### src/rtl/mem_arbiter.sv
// mem_arbiter
//   Shares the byte-wide RAM/IO port between instruction fetch (4-byte word
//   reads) and the load/store buffer (1/2/4-byte loads and stores). Each request
//   is serialised into byte transactions; read bytes are reassembled
//   little-endian. IO writes (addr[17:16] == IO_HI) wait while the UART TX
//   buffer is full. Under contention grants alternate between the requesters.
//
// Ports
//   clk, rst_n          clock, asynchronous active-low reset
//   rdy                 global ready; low freezes all state
//   flush               aborts an in-flight or pending fetch (never LSB traffic)
//   if_req/if_addr      fetch request; if_done pulses with if_data valid
//   lsb_req/lsb_we/lsb_addr/lsb_size/lsb_wdata
//                       LSB request; lsb_done pulses with lsb_rdata valid
//   mem_din             RAM read byte, valid one cycle after its address
//   mem_dout/mem_a/mem_wr  RAM write byte, byte address, write enable
//   io_buffer_full      UART TX buffer full
//
// Optional feature: define MEM_ARB_PERF_EN to add saturating counters
//   perf_if_grants, perf_lsb_grants, perf_io_wait_cycles.
//
// All outputs come from registers. mem_wr, if_done and lsb_done are
// additionally ANDed with rdy, so a stall blanks them in the very cycle rdy
// drops. A write byte masked this way never reached the RAM and is re-issued
// after the stall. A done pulse is held in its register and reappears once
// rdy returns.
module mem_arbiter #(
    parameter int unsigned ADDR_W = 32,
    parameter logic [1:0]  IO_HI  = 2'b11
) (
    input  logic              clk,
    input  logic              rst_n,
    input  logic              rdy,
    input  logic              flush,
    input  logic              if_req,
    input  logic [ADDR_W-1:0] if_addr,
    output logic              if_done,
    output logic [31:0]       if_data,
    input  logic              lsb_req,
    input  logic              lsb_we,
    input  logic [ADDR_W-1:0] lsb_addr,
    input  logic [1:0]        lsb_size,
    input  logic [31:0]       lsb_wdata,
    output logic              lsb_done,
    output logic [31:0]       lsb_rdata,
    input  logic [7:0]        mem_din,
    output logic [7:0]        mem_dout,
    output logic [ADDR_W-1:0] mem_a,
    output logic              mem_wr,
    input  logic              io_buffer_full
`ifdef MEM_ARB_PERF_EN
    ,
    output logic [31:0]       perf_if_grants,
    output logic [31:0]       perf_lsb_grants,
    output logic [31:0]       perf_io_wait_cycles
`endif
);

    typedef enum logic [1:0] {IDLE, RD, WR, WAIT} state_t;

    state_t            state_q, state_d;
    logic              last_if_q, last_if_d;   // last completed grant was fetch
    logic              cur_if_q, cur_if_d;     // current operation belongs to fetch
    logic [ADDR_W-1:0] base_q, base_d;
    logic [2:0]        n_q, n_d;               // byte count of current operation
    logic [2:0]        iss_q, iss_d;           // bytes issued
    logic [2:0]        cap_q, cap_d;           // bytes captured (reads)
    logic              v1_q, v1_d;             // address of byte cap is on mem_a
    logic              v2_q, v2_d;             // mem_din holds byte cap
    logic [31:0]       buf_q, buf_d;
    logic [31:0]       wdata_q, wdata_d;
    logic [ADDR_W-1:0] mem_a_q, mem_a_d;
    logic [7:0]        mem_dout_q, mem_dout_d;
    logic              mem_wr_q, mem_wr_d;
    logic              if_done_q, if_done_d;
    logic              lsb_done_q, lsb_done_d;
    logic [31:0]       if_data_q, if_data_d;
    logic [31:0]       lsb_rdata_q, lsb_rdata_d;

    logic              if_cand, lsb_cand, grant_if, grant_lsb;
    logic [ADDR_W-1:0] new_base, byte_addr;
    logic [2:0]        new_n;

    function automatic logic is_io(input logic [ADDR_W-1:0] a);
        return a[17:16] == IO_HI;
    endfunction

    function automatic logic [2:0] size_bytes(input logic [1:0] s);
        case (s)
            2'd0:    return 3'd1;
            2'd1:    return 3'd2;
            default: return 3'd4;
        endcase
    endfunction

    // A requester whose done pulse is showing is finishing, not re-requesting.
    always_comb begin
        if_cand   = if_req & ~if_done_q & ~flush;
        lsb_cand  = lsb_req & ~lsb_done_q;
        grant_if  = rdy && (state_q == IDLE) && if_cand && (!lsb_cand || !last_if_q);
        grant_lsb = rdy && (state_q == IDLE) && lsb_cand && !grant_if;
        new_base  = grant_if ? if_addr : lsb_addr;
        new_n     = grant_if ? 3'd4 : size_bytes(lsb_size);
        byte_addr = base_q + ADDR_W'(iss_q);
    end

    always_comb begin
        state_d     = state_q;
        last_if_d   = last_if_q;
        cur_if_d    = cur_if_q;
        base_d      = base_q;
        n_d         = n_q;
        iss_d       = iss_q;
        cap_d       = cap_q;
        v1_d        = v1_q;
        v2_d        = v2_q;
        buf_d       = buf_q;
        wdata_d     = wdata_q;
        mem_a_d     = mem_a_q;
        mem_dout_d  = mem_dout_q;
        mem_wr_d    = 1'b0;
        if_done_d   = 1'b0;
        lsb_done_d  = 1'b0;
        if_data_d   = if_data_q;
        lsb_rdata_d = lsb_rdata_q;

        if (!rdy) begin
            if_done_d  = if_done_q;
            lsb_done_d = lsb_done_q;
            // Reads restart from the first uncaptured byte: the byte pipeline
            // cannot be trusted across a stall.
            if (state_q == RD) begin
                iss_d = cap_q;
                v1_d  = 1'b0;
                v2_d  = 1'b0;
            end
            // The write byte shown this cycle was masked; issue it again.
            if (mem_wr_q) iss_d = iss_q - 3'd1;
        end else begin
            unique case (state_q)
                IDLE: begin
                    if (grant_if || grant_lsb) begin
                        cur_if_d = grant_if;
                        base_d   = new_base;
                        n_d      = new_n;
                        wdata_d  = lsb_wdata;
                        buf_d    = '0;
                        cap_d    = '0;
                        v2_d     = 1'b0;
                        if (grant_lsb && lsb_we) begin
                            v1_d = 1'b0;
                            if (is_io(new_base) && io_buffer_full) begin
                                state_d = WAIT;
                                iss_d   = '0;
                            end else begin
                                state_d    = WR;
                                mem_a_d    = new_base;
                                mem_dout_d = lsb_wdata[7:0];
                                mem_wr_d   = 1'b1;
                                iss_d      = 3'd1;
                            end
                        end else begin
                            state_d = RD;
                            mem_a_d = new_base;
                            iss_d   = 3'd1;
                            v1_d    = 1'b1;
                        end
                    end
                end
                RD: begin
                    if (cur_if_q && flush) begin
                        state_d = IDLE;
                        v1_d    = 1'b0;
                        v2_d    = 1'b0;
                    end else begin
                        v2_d = v1_q;
                        if (v2_q) begin
                            buf_d[{cap_q[1:0], 3'b000} +: 8] = mem_din;
                            cap_d = cap_q + 3'd1;
                            if (cap_q == n_q - 3'd1) begin
                                state_d   = IDLE;
                                last_if_d = cur_if_q;
                                if (cur_if_q) begin
                                    if_done_d = 1'b1;
                                    if_data_d = buf_d;
                                end else begin
                                    lsb_done_d  = 1'b1;
                                    lsb_rdata_d = buf_d;
                                end
                            end
                        end
                        if (iss_q < n_q) begin
                            mem_a_d = byte_addr;
                            iss_d   = iss_q + 3'd1;
                            v1_d    = 1'b1;
                        end else begin
                            v1_d = 1'b0;
                        end
                    end
                end
                WR, WAIT: begin
                    if (iss_q == n_q) begin
                        state_d    = IDLE;
                        last_if_d  = 1'b0;
                        lsb_done_d = 1'b1;
                    end else if (is_io(byte_addr) && io_buffer_full) begin
                        state_d = WAIT;
                    end else begin
                        state_d    = WR;
                        mem_a_d    = byte_addr;
                        mem_dout_d = wdata_q[{iss_q[1:0], 3'b000} +: 8];
                        mem_wr_d   = 1'b1;
                        iss_d      = iss_q + 3'd1;
                    end
                end
                default: state_d = IDLE;
            endcase
        end
    end

    always_ff @(posedge clk or negedge rst_n) begin
        if (!rst_n) begin
            state_q     <= IDLE;
            last_if_q   <= 1'b1;
            cur_if_q    <= 1'b0;
            base_q      <= '0;
            n_q         <= '0;
            iss_q       <= '0;
            cap_q       <= '0;
            v1_q        <= 1'b0;
            v2_q        <= 1'b0;
            buf_q       <= '0;
            wdata_q     <= '0;
            mem_a_q     <= '0;
            mem_dout_q  <= '0;
            mem_wr_q    <= 1'b0;
            if_done_q   <= 1'b0;
            lsb_done_q  <= 1'b0;
            if_data_q   <= '0;
            lsb_rdata_q <= '0;
        end else begin
            state_q     <= state_d;
            last_if_q   <= last_if_d;
            cur_if_q    <= cur_if_d;
            base_q      <= base_d;
            n_q         <= n_d;
            iss_q       <= iss_d;
            cap_q       <= cap_d;
            v1_q        <= v1_d;
            v2_q        <= v2_d;
            buf_q       <= buf_d;
            wdata_q     <= wdata_d;
            mem_a_q     <= mem_a_d;
            mem_dout_q  <= mem_dout_d;
            mem_wr_q    <= mem_wr_d;
            if_done_q   <= if_done_d;
            lsb_done_q  <= lsb_done_d;
            if_data_q   <= if_data_d;
            lsb_rdata_q <= lsb_rdata_d;
        end
    end

    assign mem_a     = mem_a_q;
    assign mem_dout  = mem_dout_q;
    assign mem_wr    = mem_wr_q & rdy;
    assign if_done   = if_done_q & rdy;
    assign lsb_done  = lsb_done_q & rdy;
    assign if_data   = if_data_q;
    assign lsb_rdata = lsb_rdata_q;

`ifdef MEM_ARB_PERF_EN
    always_ff @(posedge clk or negedge rst_n) begin
        if (!rst_n) begin
            perf_if_grants      <= '0;
            perf_lsb_grants     <= '0;
            perf_io_wait_cycles <= '0;
        end else begin
            if (grant_if && perf_if_grants != '1)
                perf_if_grants <= perf_if_grants + 32'd1;
            if (grant_lsb && perf_lsb_grants != '1)
                perf_lsb_grants <= perf_lsb_grants + 32'd1;
            if (state_q == WAIT && perf_io_wait_cycles != '1)
                perf_io_wait_cycles <= perf_io_wait_cycles + 32'd1;
        end
    end
`endif

endmodule

### config.mk
export PLATFORM = sky130hd
export DESIGN_NAME = mem_arbiter
export DESIGN_NICKNAME = d
export VERILOG_FILES = /design/src/rtl/mem_arbiter.sv
export SDC_FILE = /design/constraint.sdc
export NUM_CORES = 1
export LEC_CHECK = 0
export BUFFER_PORTS_ARGS = -buffer_cell sky130_fd_sc_hd__buf_2
export CAP_MARGIN = 15
export CORE_ASPECT_RATIO = 0.75
export CORE_MARGIN = 4
export CORE_UTILIZATION = 35
export CTS_CLUSTER_DIAMETER = 200
export DETAILED_ROUTE_END_ITERATION = 7
export SYNTH_ARGS = -nofsm -noshare
export SYNTH_HDL_FRONTEND = slang
export SYNTH_SLANG_ARGS = --single-unit
### constraint.sdc
create_clock -name clk -period 4.4 [get_ports clk]
set_input_delay 0.88 -clock clk [delete_from_list [all_inputs] [get_ports clk]]
set_output_delay 0.88 -clock clk [all_outputs]
set_load 0.05 [all_outputs]
==> flow_metrics.env, run 1 <==
export IMPL_outcome="completed"
export IMPL_grt_remaining_overflow=0
export IMPL_worstSetupPathType="reg -> reg"
export IMPL_grt_setup_unrepaired="false"
export IMPL_max_slew_worst_pin_slew_ns=0.958
export IMPL_min_period_ns=3.78
export IMPL_fraction_of_the_mapped_netlist_area_in_compound_gates=0.136
export IMPL_synth_area_per_cell_um2=9.86
export IMPL_synth_fa_ha_area_frac=0.0192
export IMPL_relSlewSlack=0.357
export IMPL_finalSetupViolations=0
export IMPL_dp_hpwl_um=21400
export IMPL_leakagePower_nw=6.40
export IMPL_most_frequent_standard_cell_in_the_layout_excluding_fill_and_tap_cells="sky130_fd_sc_hd__buf_2"
export IMPL_synth_simple_gate_area_frac=0.169
export IMPL_drt_drc_violations_left=0
export IMPL_drt_wirelength_per_cell_um=17.8
export IMPL_hold_worst_slack_ns=0.326
export IMPL_total_cts_buffers=25
export IMPL_post_cts_hold_buffer_count=0
export IMPL_ant_nets=0
export IMPL_crit_path_start="base_q[0]$_DFFE_PN0P_"
export IMPL_drt_iter0_drc=602
export IMPL_final_layout_size_suffix_gt1_frac=0.243
export IMPL_vdd_ir_drop_max_uv=337
export IMPL_worst_setup_path_endpoint="mem_a[19]$_DFFE_PN0P_"
export IMPL_numClockSinks=218
export IMPL_final_cells=1711
export IMPL_synth_seq_cells=218
export IMPL_drt_pass1_iter_count=5
export IMPL_rows=55
export IMPL_clk_latency_ns=0.53
export IMPL_share_of_yosys_cell_area_claimed_by_the_top_area_cell_type=0.501
export IMPL_syn_inst=1099
export IMPL_power_density_nw_per_um2=689
export IMPL_ys_warn_count=0
export IMPL_routed_via_count=8809
export IMPL_synth_enable_flop_cells=0
export IMPL_place_gp_congestion=0.840
export IMPL_synthArstFlopShare=1.00
export IMPL_htree_levels=1
export IMPL_setup_worst_path_end_class="flop"
export IMPL_synthXorXnorAreaFrac=0.0271
export IMPL_die_area_um2=33900
export IMPL_clock_skew_final_ns=0.0209
export IMPL_timing_critical_path_arrival_ns=4.17
export IMPL_antenna_violations_before_repair=0
export IMPL_first_global_vias=8872
export IMPL_layout_worst_path_cycle_share=0.858
export IMPL_ys_flop_type="sky130_fd_sc_hd__dfrtp_1"
export IMPL_synth_distinct_cells=62
export IMPL_max_slew_vio_count=0
export IMPL_worst_r2r_startpoint="base_q[0]$_DFFE_PN0P_"
export IMPL_final_nets=1426
export IMPL_critical_path_reg2reg_endpoint="mem_a[19]$_DFFE_PN0P_"
export IMPL_clock_tree_root_buffer_cell="sky130_fd_sc_hd__clkbuf_16"
export IMPL_placement_io_buffers=220
export IMPL_synth_area_top_cells="sky130_fd_sc_hd__dfrtp_1 50%, sky130_fd_sc_hd__nand2_1 6.4%, sky130_fd_sc_hd__a21oi_1 4.8%"
export IMPL_reg2regPathDepth=10
export IMPL_crit_required_ns=4.80
export IMPL_synth_seq_area_share=0.503
export IMPL_die_h_um=160
export IMPL_start_util=0.357
export IMPL_share_of_cell_area_taken_by_muxes_after_synthesis=0.114
export IMPL_max_freq_mhz=265
export IMPL_ctsLongestPathBuffers=3
export IMPL_grt_pass1_wl_um=49500
export IMPL_synth_top_family_by_area="simple AND/OR/NAND/NOR gates"
export IMPL_timing_reg2reg_setup_slack_ns=0.62
export IMPL_timing_critical_path_fanout_max=32
export IMPL_ios=221
export IMPL_area_growth_syn_to_layout_pct=21.8
export IMPL_setup_tns_final_ns=0
export IMPL_clk_transition_reported_paths_ns=0.06
export IMPL_core_region_area_um2=30300
export IMPL_setup_worst_path_start_class="flop"
export IMPL_syn_nets=1229
export IMPL_groute_usage_overall=0.177
export IMPL_timing_final_hold_violations=0
export IMPL_chipWidth_um=211
export IMPL_postCtsResizedCells=0
export IMPL_vias_per_cell=5.15
export IMPL_post_cts_setup_buffers=0
export IMPL_drv_cap=0
export IMPL_grt_max_degree=99
export IMPL_route_final_wire_length_um=30500
export IMPL_place_detailed_instances=1668
export IMPL_yosysTopAreaCell="sky130_fd_sc_hd__dfrtp_1"
export IMPL_mappedNetlistArea_um2=10800
export IMPL_antenna_diode_count=0
export IMPL_worst_hold_path_type="in -> async"
export IMPL_tritoncts="done"
export IMPL_most_common_layout_cells="219 x sky130_fd_sc_hd__buf_2, 217 x sky130_fd_sc_hd__dfrtp_1, 184 x sky130_fd_sc_hd__nand2_1"
export IMPL_share_of_the_core_filled_with_cells=0.435
logic make-up (layout without fill, tap and decap cells):
| kind of cell | after synthesis | count (layout) |
|---|---|---|
| compound gates | 242 | 242 |
| xor+xnor | 32 | 32 |
| fa+ha+maj | 16 | 16 |
| buf+inv | 86 | 299 |
| flops | 218 | 218 |
| mux | 107 | 107 |
| simple gates | 398 | 398 |
stage by stage:
step	instance area (um^2)	total power (W)	worst slack [ns]
2_1_floorplan	10800	0.00592	0.979
3_3_place_gp	12400	0.00692	0.703
3_5_place_dp	12400	0.00697	0.625
4_1_cts	13200	0.00917	0.608
5_1_grt	13200	0.00969	0.431
6_report	13200	0.00909	0.624
cell usage after synthesis (all sizes together) (10+ instances only):
| master | instances |
|---|---|
| inv | 17 |
| nor2 | 85 |
| mux2 | 50 |
| o21ai | 60 |
| a21oi | 103 |
| dfrtp | 217 |
| xnor2 | 23 |
| mux2i | 49 |
| nor4 | 10 |
| a31oi | 11 |
| a22o | 32 |
| buf | 18 |
| nand2 | 184 |
| nand3 | 21 |
| nor2b | 40 |
| nor3 | 11 |
| ha | 15 |
| clkbuf | 50 |
how the worst min path moves through the flow:
| stage | startpoint | endpoint | slack, ns | cells past startpoint |
|---|---|---|---|---|
| finish | rst_n | mem_a[9]$_DFFE_PN0P_ | 0.33 | 1 |
| global route | rst_n | mem_a[9]$_DFFE_PN0P_ | 0.37 | 1 |
| CTS | rst_n | base_q[0]$_DFFE_PN0P_ | 0.36 | 1 |
| detailed placement | wdata_q[22]$_DFFE_PN0P_ | wdata_q[22]$_DFFE_PN0P_ | 0.45 | 2 |
| global placement | wdata_q[25]$_DFFE_PN0P_ | wdata_q[25]$_DFFE_PN0P_ | 0.45 | 2 |
| floorplan | wdata_q[16]$_DFFE_PN0P_ | wdata_q[16]$_DFFE_PN0P_ | 0.43 | 2 |
per-layer routing:
layer / track usage / part of all wire
met1: 0.275 / 0.49
met2: 0.256 / 0.42
met3: 0.0371 / 0.072
met4: 0.0356 / 0.017
met5: 0 / 0
final cells by class:
cell class,count,area (um^2)
Timing Repair Buffer,238,1270
Clock buffer,35,723
Fill cell,2998,17100
Sequential cell,218,5460
Multi-Input combinational cell,795,5060
Inverter,18,67.6
Tap cell,399,499
Clock inverter,8,125
report_power, final:
group / leakage, nW / switching [W] / internal (W) / total (W)
logic: 3.22 / 0.00241 / 0.00141 / 0.00381
registers: 2.77 / 0.000509 / 0.00260 / 0.00311
clock network: 0.415 / 0.000846 / 0.00132 / 0.00216
worst max-delay path: stages (launching register included):
cell and delay, ns:
sky130_fd_sc_hd__dfrtp_1 0.35, sky130_fd_sc_hd__ha_1 0.18, sky130_fd_sc_hd__inv_1 0.06, sky130_fd_sc_hd__fa_1 0.37, sky130_fd_sc_hd__nand2b_1 0.20, sky130_fd_sc_hd__a2111o_1 0.66
sky130_fd_sc_hd__or4b_1 0.59, sky130_fd_sc_hd__and3b_1 0.24, sky130_fd_sc_hd__o22ai_4 0.17, sky130_fd_sc_hd__buf_4 0.43, sky130_fd_sc_hd__mux2_1 0.37
flip-flops by register name, indices dropped and copies added, names as in the netlist:
signal and flops:
if_done_q 1, wdata_q 32, state_q 2, mem_a 32, mem_wr_q 1, last_if_q 1, lsb_rdata 32, n_q 3
cap_q 3, v2_q 1, lsb_done_q 1, iss_q 3, cur_if_q 1, buf_q 32, base_q 32, v1_q 1
if_data 32, mem_dout 8
No activity file was read; power rests on OpenSTA's default activity.
==> run 2: changes to the inputs <==
--- a/config.mk
+++ b/config.mk
@@ -12,6 +12,7 @@
 export CORE_UTILIZATION = 35
 export CTS_CLUSTER_DIAMETER = 200
 export DETAILED_ROUTE_END_ITERATION = 7
+export GPL_TIMING_DRIVEN = 0
 export SYNTH_ARGS = -nofsm -noshare
 export SYNTH_HDL_FRONTEND = slang
 export SYNTH_SLANG_ARGS = --single-unit
==> flow_metrics.env, run 2 (synthesis gave the netlist of run 1 again) <==
export IMPL_num_fill_cells=2925
export IMPL_vdd_ir_drop_max_uv=394
export IMPL_placement_io_buffers=211
export IMPL_share_of_the_core_filled_with_cells=0.438
export IMPL_first_global_vias=9052
export IMPL_antenna_violations_before_repair=1
export IMPL_power_density_nw_per_um2=684
export IMPL_clock_skew_final_ns=0.0195
export IMPL_place_gp_congestion=0.841
export IMPL_final_nets=1470
export IMPL_ctsLongestPathBuffers=3
export IMPL_final_layout_size_suffix_gt1_frac=0.220
export IMPL_outcome="completed"
export IMPL_setup_worst_path_start_class="flop"
export IMPL_post_place_ws_ns=0.187
export IMPL_start_util=0.357
export IMPL_vias_per_cell=5.16
export IMPL_ant_nets=0
export IMPL_drt_drc_violations_left=0
export IMPL_worst_hold_path_type="in -> async"
export IMPL_leakagePower_nw=6.39
export IMPL_ios=221
export IMPL_topRoutingLayerUsed="met5"
export IMPL_finalSetupViolations=0
export IMPL_drt_wirelength_per_cell_um=18.6
export IMPL_dr_wl_met2_um=13600
export IMPL_dp_hpwl_um=24000
export IMPL_htree_levels=1
export IMPL_clk_latency_ns=0.53
export IMPL_max_slew_worst_pin_slew_ns=1.12
export IMPL_timing_critical_path_fanout_max=10
export IMPL_route_final_wire_length_um=32700
export IMPL_routed_via_count=9064
export IMPL_max_freq_mhz=250
export IMPL_setup_worst_path_end_class="flop"
export IMPL_m1WireLength_um=16300
export IMPL_max_slew_vio_count=0
export IMPL_core_region_area_um2=30300
export IMPL_chipWidth_um=211
export IMPL_numClockSinks=218
export IMPL_clk_transition_reported_paths_ns=0.07
export IMPL_relSlewSlack=0.248
export IMPL_area_growth_syn_to_layout_pct=22.8
export IMPL_timing_critical_path_arrival_ns=4.40
export IMPL_most_frequent_standard_cell_in_the_layout_excluding_fill_and_tap_cells="sky130_fd_sc_hd__dfrtp_1"
export IMPL_worstSetupPathType="reg -> reg"
export IMPL_clock_tree_root_buffer_cell="sky130_fd_sc_hd__clkbuf_16"
export IMPL_die_area_um2=33900
export IMPL_die_h_um=160
export IMPL_grt_remaining_overflow=0
export IMPL_most_common_layout_cells="217 x sky130_fd_sc_hd__dfrtp_1, 211 x sky130_fd_sc_hd__buf_2, 184 x sky130_fd_sc_hd__nand2_1"
export IMPL_timing_final_hold_violations=0
export IMPL_drv_cap=0
export IMPL_grt_setup_unrepaired="false"
export IMPL_rows=55
export IMPL_min_period_ns=4.01
export IMPL_layout_worst_path_cycle_share=0.911
export IMPL_crit_required_ns=4.79
export IMPL_post_cts_setup_buffers=0
export IMPL_grt_pass1_wl_um=52200
export IMPL_met3_wirelength_um=2400
export IMPL_drt_pass1_iter_count=6
export IMPL_antenna_diode_count=0
export IMPL_tritoncts="done"
export IMPL_total_cts_buffers=24
export IMPL_drt_iter0_drc=678
export IMPL_groute_usage_overall=0.191
export IMPL_final_critical_path_setup_slack_ns=0.392
export IMPL_grt_max_degree=93
run 2: cell types whose count changed in the layout (fill, tap and decap cells not counted), sizes merged:
cell | previous run | this run
bufinv | 3 | 2
inv | 19 | 18
clkbuf | 35 | 86
buf | 238 | 232
clkinv | 3 | 5
clkinvlp | 1 | 0
clkdlybuf4s18 | 0 | 1
run 2: worst paths after layout:
check / end / startpoint / slack [ns] / cells after the start
min reg2reg: wdata_q[20]$_DFFE_PN0P_ / wdata_q[20]$_DFFE_PN0P_ / 0.46 / 2
max: mem_a[8]$_DFFE_PN0P_ / iss_q[1]$_DFFE_PN0P_ / 0.39 / 10
max in group asynchronous: lsb_rdata[25]$_DFFE_PN0P_ / rst_n / 3.39 / 2
min in group clk: wdata_q[20]$_DFFE_PN0P_ / wdata_q[20]$_DFFE_PN0P_ / 0.46 / 2
max reg2reg: mem_a[8]$_DFFE_PN0P_ / iss_q[1]$_DFFE_PN0P_ / 0.39 / 10
min: mem_a[25]$_DFFE_PN0P_ / rst_n / 0.24 / 1
run 2: report_power, final:
part | switching, W | total, W | internal [W]
clock network | 0.000838 | 0.00209 | 0.00126
registers | 0.000445 | 0.00305 | 0.00260
logic | 0.00253 | 0.00395 | 0.00142
run 2: layout make-up:
type,count,area [um^2],share of cell area
Clock inverter,7,88.8,0.00668
Inverter,18,67.6,0.00508
Buffer,68,280,0.0211
Sequential cell,218,5460,0.410
Tap cell,399,499,0.0375
Clock buffer,36,727,0.0546
Multi-Input combinational cell,795,5050,0.379
Timing Repair Buffer,215,1140,0.0856
run 2: through the flow:
stage | power (W) | hold WS (ns) | cell area [um^2] | setup TNS, ns | instances
finish | 0.00910 | 0.238 | 13300 | 0 | 1756
global route | 0.00968 | 0.234 | 13300 | 0 | 1756
CTS | 0.00917 | 0.219 | 13300 | 0 | 1756
detailed placement | 0.00702 | 0.453 | 12500 | 0 | 1713
global placement | 0.00694 | 0.447 | 12400 | -333.14 | 1709
floorplan | 0.00592 | 0.433 | 10800 | 0 | 1099
run 2: routing by layer:
metal  up-vias  global-route usage
met4         2              0.0321
met5         -                   0
li1       4307                   -
met2       291               0.267
met3        41              0.0430
met1      4423               0.303
run 2: timing repair:
item,CTS,global route
endpoints found under the setup margin,0,38
hold buffers,0,0
gates resized for setup,0,2
run 2: worst max-delay path, cell delays in order, from the launching register on:
cell,delay [ns]
sky130_fd_sc_hd__dfrtp_1,0.50
sky130_fd_sc_hd__clkbuf_2,0.38
sky130_fd_sc_hd__inv_1,0.15
sky130_fd_sc_hd__fa_1,0.42
sky130_fd_sc_hd__nand2b_1,0.21
sky130_fd_sc_hd__a2111o_1,0.53
sky130_fd_sc_hd__or4b_1,0.56
sky130_fd_sc_hd__and3b_1,0.26
sky130_fd_sc_hd__o22ai_4,0.30
sky130_fd_sc_hd__buf_6,0.22
sky130_fd_sc_hd__mux2_1,0.34
